==> config.mk <==
export PLATFORM = sky130hd
export DESIGN_NAME = sram_rr_arbiter_flat
export DESIGN_NICKNAME = d
export VERILOG_FILES = /design/src/rtl/sram_rr_arbiter_if.sv /design/src/rtl/sram_rr_arbiter.sv /design/src/flat_wrapper.sv
export SDC_FILE = /design/constraint.sdc
export NUM_CORES = 1
export LEC_CHECK = 0
export CAP_MARGIN = 25
export CORE_AREA = 2 2 78 65
export CTS_CLUSTER_DIAMETER = 100
export DETAILED_ROUTE_END_ITERATION = 10
export DIE_AREA = 0 0 80 67
export PLACE_DENSITY = 0.83
export SYNTH_ARGS = -nofsm -noshare
export SYNTH_HDL_FRONTEND = slang
export SYNTH_SLANG_ARGS = --single-unit
export TNS_END_PERCENT = 20
==> constraint.sdc <==
create_clock -name clk -period 2.6 [get_ports clk]
set_clock_uncertainty 0.1 [all_clocks]
set_input_delay 0.52 -clock clk [delete_from_list [all_inputs] [get_ports clk]]
set_output_delay 0.52 -clock clk [all_outputs]
set_load 0.02 [all_outputs]
==> src/rtl/sram_rr_arbiter_if.sv <==
// Requester-side request/response bundle for sram_rr_arbiter.
// One instance per requester.
//   master : requester side. Drives valid/we/addr/wdata; receives ready and the response.
//   slave  : arbiter side. Receives the request; drives ready, rsp_valid, rsp_rdata and rsp_err.
// Signals:
//   valid/ready      request handshake; a request is accepted when both are high at posedge
//   we               1 = write, 0 = read
//   addr, wdata      request address and write data
//   rsp_valid        one-cycle read response strobe
//   rsp_rdata        read data; holds until the next read response
//   rsp_err          one-cycle error strobe (optional address check)
interface sram_rr_arbiter_if #(
  parameter int unsigned ADDR = 8,
  parameter int unsigned DATA = 8
);
  logic            valid;
  logic            ready;
  logic            we;
  logic [ADDR-1:0] addr;
  logic [DATA-1:0] wdata;
  logic            rsp_valid;
  logic [DATA-1:0] rsp_rdata;
  logic            rsp_err;

  modport master (
    output valid, we, addr, wdata,
    input  ready, rsp_valid, rsp_rdata, rsp_err
  );

  modport slave (
    input  valid, we, addr, wdata,
    output ready, rsp_valid, rsp_rdata, rsp_err
  );
endinterface

==> src/rtl/sram_rr_arbiter.sv <==
// Two-requester round-robin arbiter and sequencer in front of a single-port synchronous SRAM
// with a one-cycle registered read. Accesses are serialised as IDLE -> ACCESS (-> CAPTURE for
// reads) -> IDLE. The SRAM strobes are registered, so they are high for exactly the ACCESS cycle.
// Ports:
//   clk, rst       clock; asynchronous active-high reset
//   req_a, req_b   requester bundles (sram_rr_arbiter_if.slave)
//   sram_cs/we/rd  SRAM chip select, write enable, read enable
//   sram_addr/din  SRAM address and write data
//   sram_dout      SRAM read data, valid the cycle after the rd cycle
// Optional feature: define ADDR_CHECK_EN to reject addresses >= DEPTH. A rejected access makes
// no SRAM access and reports rsp_err; a rejected read also returns zero data with rsp_valid.
module sram_rr_arbiter #(
  parameter int unsigned ADDR  = 8,
  parameter int unsigned DATA  = 8,
  parameter int unsigned DEPTH = 8
) (
  input  logic                 clk,
  input  logic                 rst,
  sram_rr_arbiter_if.slave     req_a,
  sram_rr_arbiter_if.slave     req_b,
  output logic                 sram_cs,
  output logic                 sram_we,
  output logic                 sram_rd,
  output logic [ADDR-1:0]      sram_addr,
  output logic [DATA-1:0]      sram_din,
  input  logic [DATA-1:0]      sram_dout
);

  localparam logic [1:0] StIdle    = 2'd0;
  localparam logic [1:0] StAccess  = 2'd1;
  localparam logic [1:0] StCapture = 2'd2;

  // The SRAM cannot hold more words than the address can reach.
  if (64'(DEPTH) > (64'd1 << ADDR)) begin : g_depth_chk
    $error("DEPTH exceeds the addressable range of ADDR");
  end

  logic [1:0]      state_q, state_d;
  logic            last_q, last_d;    // owner of the latest grant: 0 = A, 1 = B
  logic            owner_q, owner_d;
  logic            we_q, we_d;
  logic            bad_q, bad_d;      // accepted address failed the range check
  logic            sram_cs_q, sram_cs_d;
  logic            sram_we_q, sram_we_d;
  logic            sram_rd_q, sram_rd_d;
  logic [ADDR-1:0] sram_addr_q, sram_addr_d;
  logic [DATA-1:0] sram_din_q, sram_din_d;
  logic            a_rsp_valid_q, a_rsp_valid_d, b_rsp_valid_q, b_rsp_valid_d;
  logic            a_rsp_err_q, a_rsp_err_d, b_rsp_err_q, b_rsp_err_d;
  logic [DATA-1:0] a_rsp_rdata_q, a_rsp_rdata_d, b_rsp_rdata_q, b_rsp_rdata_d;

  logic            idle;
  logic            gnt_b;
  logic            accept;
  logic            sel_we;
  logic [ADDR-1:0] sel_addr;
  logic [DATA-1:0] sel_wdata;
  logic            sel_bad;

  // Ready is masked during reset so both readies read 0 while rst is held.
  assign idle   = (state_q == StIdle) && !rst;
  // On a tie the requester that did not win last time is granted.
  assign gnt_b  = (req_a.valid && req_b.valid) ? ~last_q : req_b.valid;
  assign accept = idle && (req_a.valid || req_b.valid);

  assign req_a.ready = idle && req_a.valid && !gnt_b;
  assign req_b.ready = idle && req_b.valid && gnt_b;

  assign sel_we    = gnt_b ? req_b.we    : req_a.we;
  assign sel_addr  = gnt_b ? req_b.addr  : req_a.addr;
  assign sel_wdata = gnt_b ? req_b.wdata : req_a.wdata;

`ifdef ADDR_CHECK_EN
  assign sel_bad = (64'(sel_addr) >= 64'(DEPTH));
`else
  assign sel_bad = 1'b0;
`endif

  always_comb begin
    state_d       = state_q;
    last_d        = last_q;
    owner_d       = owner_q;
    we_d          = we_q;
    bad_d         = bad_q;
    sram_cs_d     = 1'b0;
    sram_we_d     = 1'b0;
    sram_rd_d     = 1'b0;
    sram_addr_d   = '0;
    sram_din_d    = '0;
    a_rsp_valid_d = 1'b0;
    b_rsp_valid_d = 1'b0;
    a_rsp_err_d   = 1'b0;
    b_rsp_err_d   = 1'b0;
    a_rsp_rdata_d = a_rsp_rdata_q;
    b_rsp_rdata_d = b_rsp_rdata_q;

    case (state_q)
      StIdle: begin
        if (accept) begin
          owner_d     = gnt_b;
          last_d      = gnt_b;
          we_d        = sel_we;
          bad_d       = sel_bad;
          // Strobes are loaded here so they are live for exactly the ACCESS cycle.
          sram_cs_d   = !sel_bad;
          sram_we_d   = !sel_bad && sel_we;
          sram_rd_d   = !sel_bad && !sel_we;
          sram_addr_d = sel_addr;
          sram_din_d  = sel_wdata;
          state_d     = StAccess;
        end
      end
      StAccess: begin
        if (we_q) begin
          // Writes never respond, except to flag a rejected address.
          a_rsp_err_d = bad_q && !owner_q;
          b_rsp_err_d = bad_q && owner_q;
          state_d     = StIdle;
        end else begin
          state_d = StCapture;
        end
      end
      StCapture: begin
        if (owner_q) begin
          b_rsp_valid_d = 1'b1;
          b_rsp_err_d   = bad_q;
          b_rsp_rdata_d = bad_q ? '0 : sram_dout;
        end else begin
          a_rsp_valid_d = 1'b1;
          a_rsp_err_d   = bad_q;
          a_rsp_rdata_d = bad_q ? '0 : sram_dout;
        end
        state_d = StIdle;
      end
      default: state_d = StIdle;
    endcase
  end

  always_ff @(posedge clk or posedge rst) begin
    if (rst) begin
      state_q       <= StIdle;
      last_q        <= 1'b1;
      owner_q       <= 1'b0;
      we_q          <= 1'b0;
      bad_q         <= 1'b0;
      sram_cs_q     <= 1'b0;
      sram_we_q     <= 1'b0;
      sram_rd_q     <= 1'b0;
      sram_addr_q   <= '0;
      sram_din_q    <= '0;
      a_rsp_valid_q <= 1'b0;
      b_rsp_valid_q <= 1'b0;
      a_rsp_err_q   <= 1'b0;
      b_rsp_err_q   <= 1'b0;
      a_rsp_rdata_q <= '0;
      b_rsp_rdata_q <= '0;
    end else begin
      state_q       <= state_d;
      last_q        <= last_d;
      owner_q       <= owner_d;
      we_q          <= we_d;
      bad_q         <= bad_d;
      sram_cs_q     <= sram_cs_d;
      sram_we_q     <= sram_we_d;
      sram_rd_q     <= sram_rd_d;
      sram_addr_q   <= sram_addr_d;
      sram_din_q    <= sram_din_d;
      a_rsp_valid_q <= a_rsp_valid_d;
      b_rsp_valid_q <= b_rsp_valid_d;
      a_rsp_err_q   <= a_rsp_err_d;
      b_rsp_err_q   <= b_rsp_err_d;
      a_rsp_rdata_q <= a_rsp_rdata_d;
      b_rsp_rdata_q <= b_rsp_rdata_d;
    end
  end

  assign sram_cs   = sram_cs_q;
  assign sram_we   = sram_we_q;
  assign sram_rd   = sram_rd_q;
  assign sram_addr = sram_addr_q;
  assign sram_din  = sram_din_q;

  assign req_a.rsp_valid = a_rsp_valid_q;
  assign req_a.rsp_rdata = a_rsp_rdata_q;
  assign req_a.rsp_err   = a_rsp_err_q;
  assign req_b.rsp_valid = b_rsp_valid_q;
  assign req_b.rsp_rdata = b_rsp_rdata_q;
  assign req_b.rsp_err   = b_rsp_err_q;

endmodule

==> src/flat_wrapper.sv <==
// flat-port wrapper written by rule: the top's interface ports become plain ports
module sram_rr_arbiter_flat 
#(
  parameter int unsigned ADDR  = 8,
  parameter int unsigned DATA  = 8,
  parameter int unsigned DEPTH = 8
)
  (clk, rst, sram_cs, sram_we, sram_rd, sram_addr, sram_din, sram_dout, req_a_valid, req_a_we, req_a_addr, req_a_wdata, req_a_ready, req_a_rsp_valid, req_a_rsp_rdata, req_a_rsp_err, req_b_valid, req_b_we, req_b_addr, req_b_wdata, req_b_ready, req_b_rsp_valid, req_b_rsp_rdata, req_b_rsp_err);
  sram_rr_arbiter_if #(.ADDR(ADDR), .DATA(DATA)) req_a_i ();
  sram_rr_arbiter_if #(.ADDR(ADDR), .DATA(DATA)) req_b_i ();
  input  logic clk;
  input  logic rst;
  output logic sram_cs;
  output logic sram_we;
  output logic sram_rd;
  output logic [ADDR-1:0] sram_addr;
  output logic [DATA-1:0] sram_din;
  input  logic [DATA-1:0] sram_dout;
  input wire logic [$bits(req_a_i.valid)-1:0] req_a_valid;
  input wire logic [$bits(req_a_i.we)-1:0] req_a_we;
  input wire logic [$bits(req_a_i.addr)-1:0] req_a_addr;
  input wire logic [$bits(req_a_i.wdata)-1:0] req_a_wdata;
  output wire logic [$bits(req_a_i.ready)-1:0] req_a_ready;
  output wire logic [$bits(req_a_i.rsp_valid)-1:0] req_a_rsp_valid;
  output wire logic [$bits(req_a_i.rsp_rdata)-1:0] req_a_rsp_rdata;
  output wire logic [$bits(req_a_i.rsp_err)-1:0] req_a_rsp_err;
  input wire logic [$bits(req_b_i.valid)-1:0] req_b_valid;
  input wire logic [$bits(req_b_i.we)-1:0] req_b_we;
  input wire logic [$bits(req_b_i.addr)-1:0] req_b_addr;
  input wire logic [$bits(req_b_i.wdata)-1:0] req_b_wdata;
  output wire logic [$bits(req_b_i.ready)-1:0] req_b_ready;
  output wire logic [$bits(req_b_i.rsp_valid)-1:0] req_b_rsp_valid;
  output wire logic [$bits(req_b_i.rsp_rdata)-1:0] req_b_rsp_rdata;
  output wire logic [$bits(req_b_i.rsp_err)-1:0] req_b_rsp_err;
  assign req_a_i.valid = req_a_valid;
  assign req_a_i.we = req_a_we;
  assign req_a_i.addr = req_a_addr;
  assign req_a_i.wdata = req_a_wdata;
  assign req_a_ready = req_a_i.ready;
  assign req_a_rsp_valid = req_a_i.rsp_valid;
  assign req_a_rsp_rdata = req_a_i.rsp_rdata;
  assign req_a_rsp_err = req_a_i.rsp_err;
  assign req_b_i.valid = req_b_valid;
  assign req_b_i.we = req_b_we;
  assign req_b_i.addr = req_b_addr;
  assign req_b_i.wdata = req_b_wdata;
  assign req_b_ready = req_b_i.ready;
  assign req_b_rsp_valid = req_b_i.rsp_valid;
  assign req_b_rsp_rdata = req_b_i.rsp_rdata;
  assign req_b_rsp_err = req_b_i.rsp_err;
  sram_rr_arbiter #(.ADDR(ADDR), .DATA(DATA), .DEPTH(DEPTH)) u_core (.clk(clk), .rst(rst), .req_a(req_a_i), .req_b(req_b_i), .sram_cs(sram_cs), .sram_we(sram_we), .sram_rd(sram_rd), .sram_addr(sram_addr), .sram_din(sram_din), .sram_dout(sram_dout));
endmodule
==> results of run 1 <==
-- worst register-to-register path, stage by stage, from the launching register on --
cell	delay [ps]
dfrtp_1	450
nor3b_2	680
mux2_2	410
-- logic make-up after synthesis --
| family | Yosys count | share of synthesized area |
|---|---|---|
| other | 1 | 0.00210 |
| and+or+nand+nor | 42 | 0.127 |
| AOI/OAI and AO/OA | 25 | 0.124 |
| muxes | 16 | 0.101 |
| DFF | 42 | 0.591 |
| buffers and inverters | 13 | 0.0548 |
-- sequential cells by signal, summed over array words and instances, names as in the netlist --
name and count:
u_core.req_a.rsp_rdata 8, u_core.sram_rd 1, u_core.sram_addr 8, u_core.state_q 2, u_core.sram_din 8, u_core.owner_q 1, u_core.sram_cs 1, u_core.req_a.rsp_valid 1
u_core.req_b.rsp_rdata 8, u_core.we_q 1, u_core.sram_we 1, u_core.req_b.rsp_valid 1, u_core.last_q 1
-- synthesized netlist by cell type, types with 2 or more instances --
cell type	instances
and2_1	2
buf_4	4
nand2_2	10
nand2_1	24
inv_1	4
a21oi_2	10
a21oi_1	8
mux2_2	16
buf_6	2
dfrtp_1	41
-- power breakdown --
group / switching [mW] / internal (mW)
Combinational: 0.414 / 0.484
Sequential: 0.0925 / 0.829
Clock: 0.220 / 0.286
-- worst paths after layout --
kind                                                   to  cells past startpoint  slack [ps]
max in group asynchronous                   u_core.last_q                      3        1590
worst max-delay path                          req_a_ready                      4         210
worst min-delay path                    u_core.state_q[1]                      1         380
min in group asynchronous          u_core.req_b.rsp_valid                      3         550
worst min register to register          u_core.state_q[1]                      1         380
worst max register to register  u_core.req_a.rsp_rdata[5]                      2         850
-- final cells by class --
type / instances / area [um^2]
Inverter: 5 / 20.0
Sequential cell: 42 / 1050
Clock buffer: 6 / 72.6
Multi-Input combinational cell: 85 / 636
Tap cell: 60 / 75.1
Timing Repair Buffer: 92 / 911
Fill cell: 364 / 1710
Clock inverter: 2 / 37.5
-- timing repair --
item	in CTS	in global routing
endpoints found under the setup margin	2	0
hold buffers	0	0
gates resized for setup	2	0
-- metal layers --
| metal | global-route usage | vias to the layer above | part of all wire |
|---|---|---|---|
| li1 | - | 641 | - |
| met3 | 0.0474 | 7 | 0.077 |
| met5 | 0 | - | 0 |
| met1 | 0.180 | 654 | 0.42 |
| met4 | 0.0636 | 0 | 0.015 |
| met2 | 0.292 | 61 | 0.49 |
-- stage by stage --
stage               std cells  area, um^2  setup slack, ps  setup TNS, ps
floorplan                 140        1790              890              0
global placement          284        2700            -9.86          -14.8
detailed placement        284        2700            -23.4          -35.0
CTS                       292        2800              211              0
global route              292        2800              162              0
finish                    292        2800              213              0
==> key figures, run 1 <==
Clock network
  – Setup Buffers After CTS: 0
  – CTS Buffer Depth: 2
  – Clk root buf: clkbuf_8
  – Clock Sink Count: 42
  – # H-tree levels: 2
  – Worst-path clk slew: 80 ps
  – CTS tree: yes
  – Clock latency on the worst-skew pair: 290 ps
  – CTS Buf Count: 5

Yosys
  – Primary FF master, synth: dfrtp_1
  – Number of synthesized flops with an enable pin: 0
  – Synth Warn #: 0
  – Mapped cell area: around 0.0018 mm^2
  – Leading area contributor after synthesis: dfrtp_1
  – Top post-synthesis cells by area: dfrtp_1 58%, mux2_2 10%, nand2_1 5.1%, a21oi_2 4.9%, nand2_2 3.5%
  – Post-synthesis register bit count: 42
  – Avg Cell Area, Syn: around 13 um^2
  – Part of the Yosys area used for sequential elements: 0.591
  – Post-synth top area share: 0.576
  – Synth cell types: 28
  – Asr flop ratio synth: 1.00
  – Post-Synthesis Cells: around 140

Critical path
  – CP max stage cell: clkdlybuf4s50_1
  – WP data arrival: 1770 ps
  – CP delay by family, top: buffers and inverters
  – CP Cell Sequence: clkdlybuf4s50_1 -> a21bo_1 -> and3_2 -> dlygate4sd2_1
  – R2r startpoint: u_core.state_q[1]
  – Worst Path Buf+Inv: 2
  – Startpoint Class: primary input
  – Slowest cell delay on critical path: a little over 500 ps
  – CP Capture Type: primary output
  – Worst Path Required: ~2000 ps
  – Crit Path Max Fanout: 3
  – Setup crit start: req_b_valid
  – Critical path type: in2out

Timing
  – Fin. Hold Viols: 0
  – RSZ-0062 raised after global routing: false
  – Final setup violation count: 0
  – Max-slew violation count: 0
  – Worst hold-check slack: ~380 ps
  – Max Fclk: between 400 and 500 MHz
  – Fin crit share: 0.918
  – Final min period: between 2000 and 2500 ps
  – Worst-Margin Slew: about 770 ps
  – Slew HR: 0.488

Power
  – Max IR drop VDD: between 0.0004 and 0.0005 V
  – Total power divided by cell area: a little over 800 mW/mm^2
  – Total power draw: around 2.3 mW
  – LEAKAGE: 1.22 nW

Final layout
  – Ant. Diodes: 0
  – Nets: ~280
  – Most common cell after layout, fill and taps aside: clkdlybuf4s50_1
  – Layout Utilization: 0.621
  – Layout area overhead: 57.4%
  – Share of layout cells above drive strength 1: 0.263
  – Commonest non-fill, non-tap cells in the layout: 82 x clkdlybuf4s50_1, 41 x dfrtp_1, 24 x nand2_1, 16 x mux2_2

GRT
  – Largest net degree at the start of global routing: between 40 and 50
  – Total gr overflow: 0
  – First-pass GRT wire length: 6540 um
  – GRT Total Usage: 0.162
  – Vias in the first global route: between 1000 and 1500
  – Initial antenna violation count: 0

Route
  – Post-route ant nets: 0
  – Routed WL per cell: roughly 13 um
  – Post-route DRC: 0
  – Detailed Route WL: 3840 um
  – Iteration-0 DRC Markers: between 70 and 80
  – Vias/cell: ~4.7
  – TritonRoute pass-1 iters: 4
  – Routed vias: around 1400

Floorplan
  – Die Height: 67 um
  – Die Area: ~0.0054 mm^2
  – Row count: 22
  – Starting density of the core: 0.395
  – DIE WIDTH: about 80 um
  – # IOs: 87
  – Core region area: roughly 0.0045 mm^2

Min path
  – HP Start: u_core.we_q
  – Hold Crit Class: reg2reg

Outcome
  – Status: finished, final reports clean

Placement
  – Hpwl dp: 2950 um
  – Number of I/O port buffers: 84
  – GP Congestion: about 0.73

Run
  – Total of max-cap violations: 0
Power figures use the tool's default switching activity.
==> run 2, diff against run 1 <==
--- a/config.mk
+++ b/config.mk
@@ -12,3 +12,3 @@
 export DIE_AREA = 0 0 80 67
-export PLACE_DENSITY = 0.83
+export PLACE_DENSITY = 0.81
 export SYNTH_ARGS = -nofsm -noshare
--- a/constraint.sdc
+++ b/constraint.sdc
@@ -4,2 +4,2 @@
 set_output_delay 0.52 -clock clk [all_outputs]
-set_load 0.02 [all_outputs]
+set_load 0.01 [all_outputs]
==> run 2 against run 1 <==
  * Final area shrank 0.62%
  * Non-clock buffer count stayed put
  * Global-route usage is 0.70 points higher
  * Via count fell by 0.59%
  * Wire length grew 5.6%
  * Combinational power shrank 13%
  * Register-to-register slack about the same
  * Power shrank 7.8%
  * Worst setup slack gained 140 ps
  * Sequential share of layout area is 0.24 points higher
  * Sequential power is 0.4% higher
  * Die area is the same
  * Largest power group unchanged
==> key figures, run 2 (synthesis results as in run 1) <==
Clock network
  – CTS-repair resized insts: 0
  – Clk root buf: clkbuf_8
  – CTS tree: yes
  – CTS Hold Bufs: 0
  – Setup Buffers After CTS: 0
  – Worst-path clk slew: 80 ps
  – Clock Sink Count: between 40 and 50
  – # H-tree levels: 2
  – CTS Buf Count: 5
  – Clock latency on the worst-skew pair: roughly 290 ps
  – CTS Buffer Depth: 2

GRT
  – Initial antenna violation count: 0
  – Vias in the first global route: 1384
  – Largest net degree at the start of global routing: 19
  – First-pass GRT wire length: roughly 6700 um
  – GRT Total Usage: 0.169
  – Total gr overflow: 0

Timing
  – Worst-Margin Slew: 784 ps
  – RSZ-0062 raised after global routing: false
  – Fin. Hold Viols: 0
  – Post-Route Setup TNS: 0 ps
  – Final min period: between 2000 and 2500 ps
  – Max Fclk: approximately 440 MHz
  – Slew HR: 0.475
  – Fin crit share: 0.866
  – Max-slew violation count: 0
  – Final setup violation count: 0

Power
  – Total power divided by cell area: 770 mW/mm^2
  – LEAKAGE: between 1 and 1.5 nW
  – Max IR drop VDD: 0.000376 V

Critical path
  – Worst Path Buf+Inv: 2
  – WP data arrival: 1630 ps
  – Critical path type: in2out
  – Startpoint Class: primary input
  – CP delay by family, top: buffers and inverters
  – CP Capture Type: primary output
  – R2R setup slack: between 800 and 900 ps
  – Worst Path Required: ~2000 ps
  – Crit Path Max Fanout: 4
  – CP max stage cell: clkdlybuf4s50_1
  – Slowest cell delay on critical path: between 500 and 600 ps
  – CP Cell Sequence: clkdlybuf4s50_1 -> a21bo_1 -> and3_2 -> dlymetal6s2s_1

Route
  – Detailed Route WL: 4050 um
  – Iteration-0 DRC Markers: 49
  – TritonRoute pass-1 iters: 4
  – Post-route ant nets: 0
  – Routed WL per cell: ~14 um
  – Vias/cell: 4.64
  – Routed vias: 1355
  – Post-route DRC: 0

Floorplan
  – DIE WIDTH: ~80 um
  – Die Area: between 0.005 and 0.006 mm^2
  – Starting density of the core: 0.395
  – # IOs: 87
  – Core region area: ~0.0045 mm^2
  – Row count: 22
  – Die Height: roughly 67 um

Placement
  – DP Cell Count: between 200 and 300
  – GP Congestion: between 0.7 and 0.8
  – Hpwl dp: roughly 3100 um
  – Number of I/O port buffers: 84

Final layout
  – Fillers: about 400
  – Share of layout cells above drive strength 1: 0.263
  – Most common cell after layout, fill and taps aside: clkdlybuf4s50_1
  – Area of the multi-input gates: between 600 and 700 um^2
  – Layout area overhead: 56.4%
  – FF/Latch Area: ~0.0011 mm^2
  – Non-Filler Instances: 292
  – Nets: about 280
  – Ant. Diodes: 0
  – Commonest non-fill, non-tap cells in the layout: 81 x clkdlybuf4s50_1, 41 x dfrtp_1, 24 x nand2_1, 16 x mux2_2

Run
  – Total of max-cap violations: 0

Min path
  – Hold Crit Class: reg2reg

Outcome
  – Status: finished, final reports clean
## run 2: path summary, 6_finish.rpt
| path | endpoint | startpoint | depth (start not counted) |
|---|---|---|---|
| worst max-delay path | req_a_ready | req_b_valid | 4 |
| worst min-delay path | u_core.state_q[1] | u_core.we_q | 1 |
| worst max register to register | u_core.req_a.rsp_rdata[2] | u_core.state_q[1] | 2 |
| worst min register to register | u_core.state_q[1] | u_core.we_q | 1 |
| max in group asynchronous | u_core.last_q | rst | 3 |
| min in group asynchronous | u_core.sram_addr[2] | rst | 2 |
## run 2: worst reg2reg max path, stage by stage, from the launching register on
cell     delay [ps]
dfrtp_1         450
nor3b_2         690
mux2_2          420
## run 2: power breakdown
part / switching (mW) / total, mW / leakage (nW) / internal (mW)
combinational: 0.301 / 0.783 / 0.665 / 0.482
sequential: 0.0961 / 0.925 / 0.534 / 0.829
clock: 0.217 / 0.436 / 0.0489 / 0.219
total: 0.615 / 2.14 / 1.25 / 1.53
## run 2: per-stage QoR
stage               total power, mW  worst slack, ps  hold WS, ps  instance area [um^2]   util
CTS                            2.17             12.0          378                  2780  0.616
detailed placement             1.74             12.0          367                  2680  0.595
floorplan                      1.29              915          330                  1790      -
global route                   2.28              302          409                  2790  0.617
global placement               1.70             49.5          349                  2680  0.595
finish                         2.14              348          377                  2790  0.617
## run 2: area by class of cell
cell class | instances | share of cell area
sequential | 42 | 0.378
timing repair buffer | 92 | 0.326
multi-input combinational | 85 | 0.228
clock buffer | 7 | 0.0310
tap | 60 | 0.0269
inverter | 5 | 0.00718
clock inverter | 1 | 0.00314
## run 2: per-layer routing
metal	GRT usage	part of all wire	routed length (um)	up-vias
met5	0	0	0	-
met4	0.0699	0.014	58	0
met3	0.0542	0.085	345	5
met2	0.285	0.47	1920	60
met1	0.199	0.43	1730	651
li1	-	-	-	639
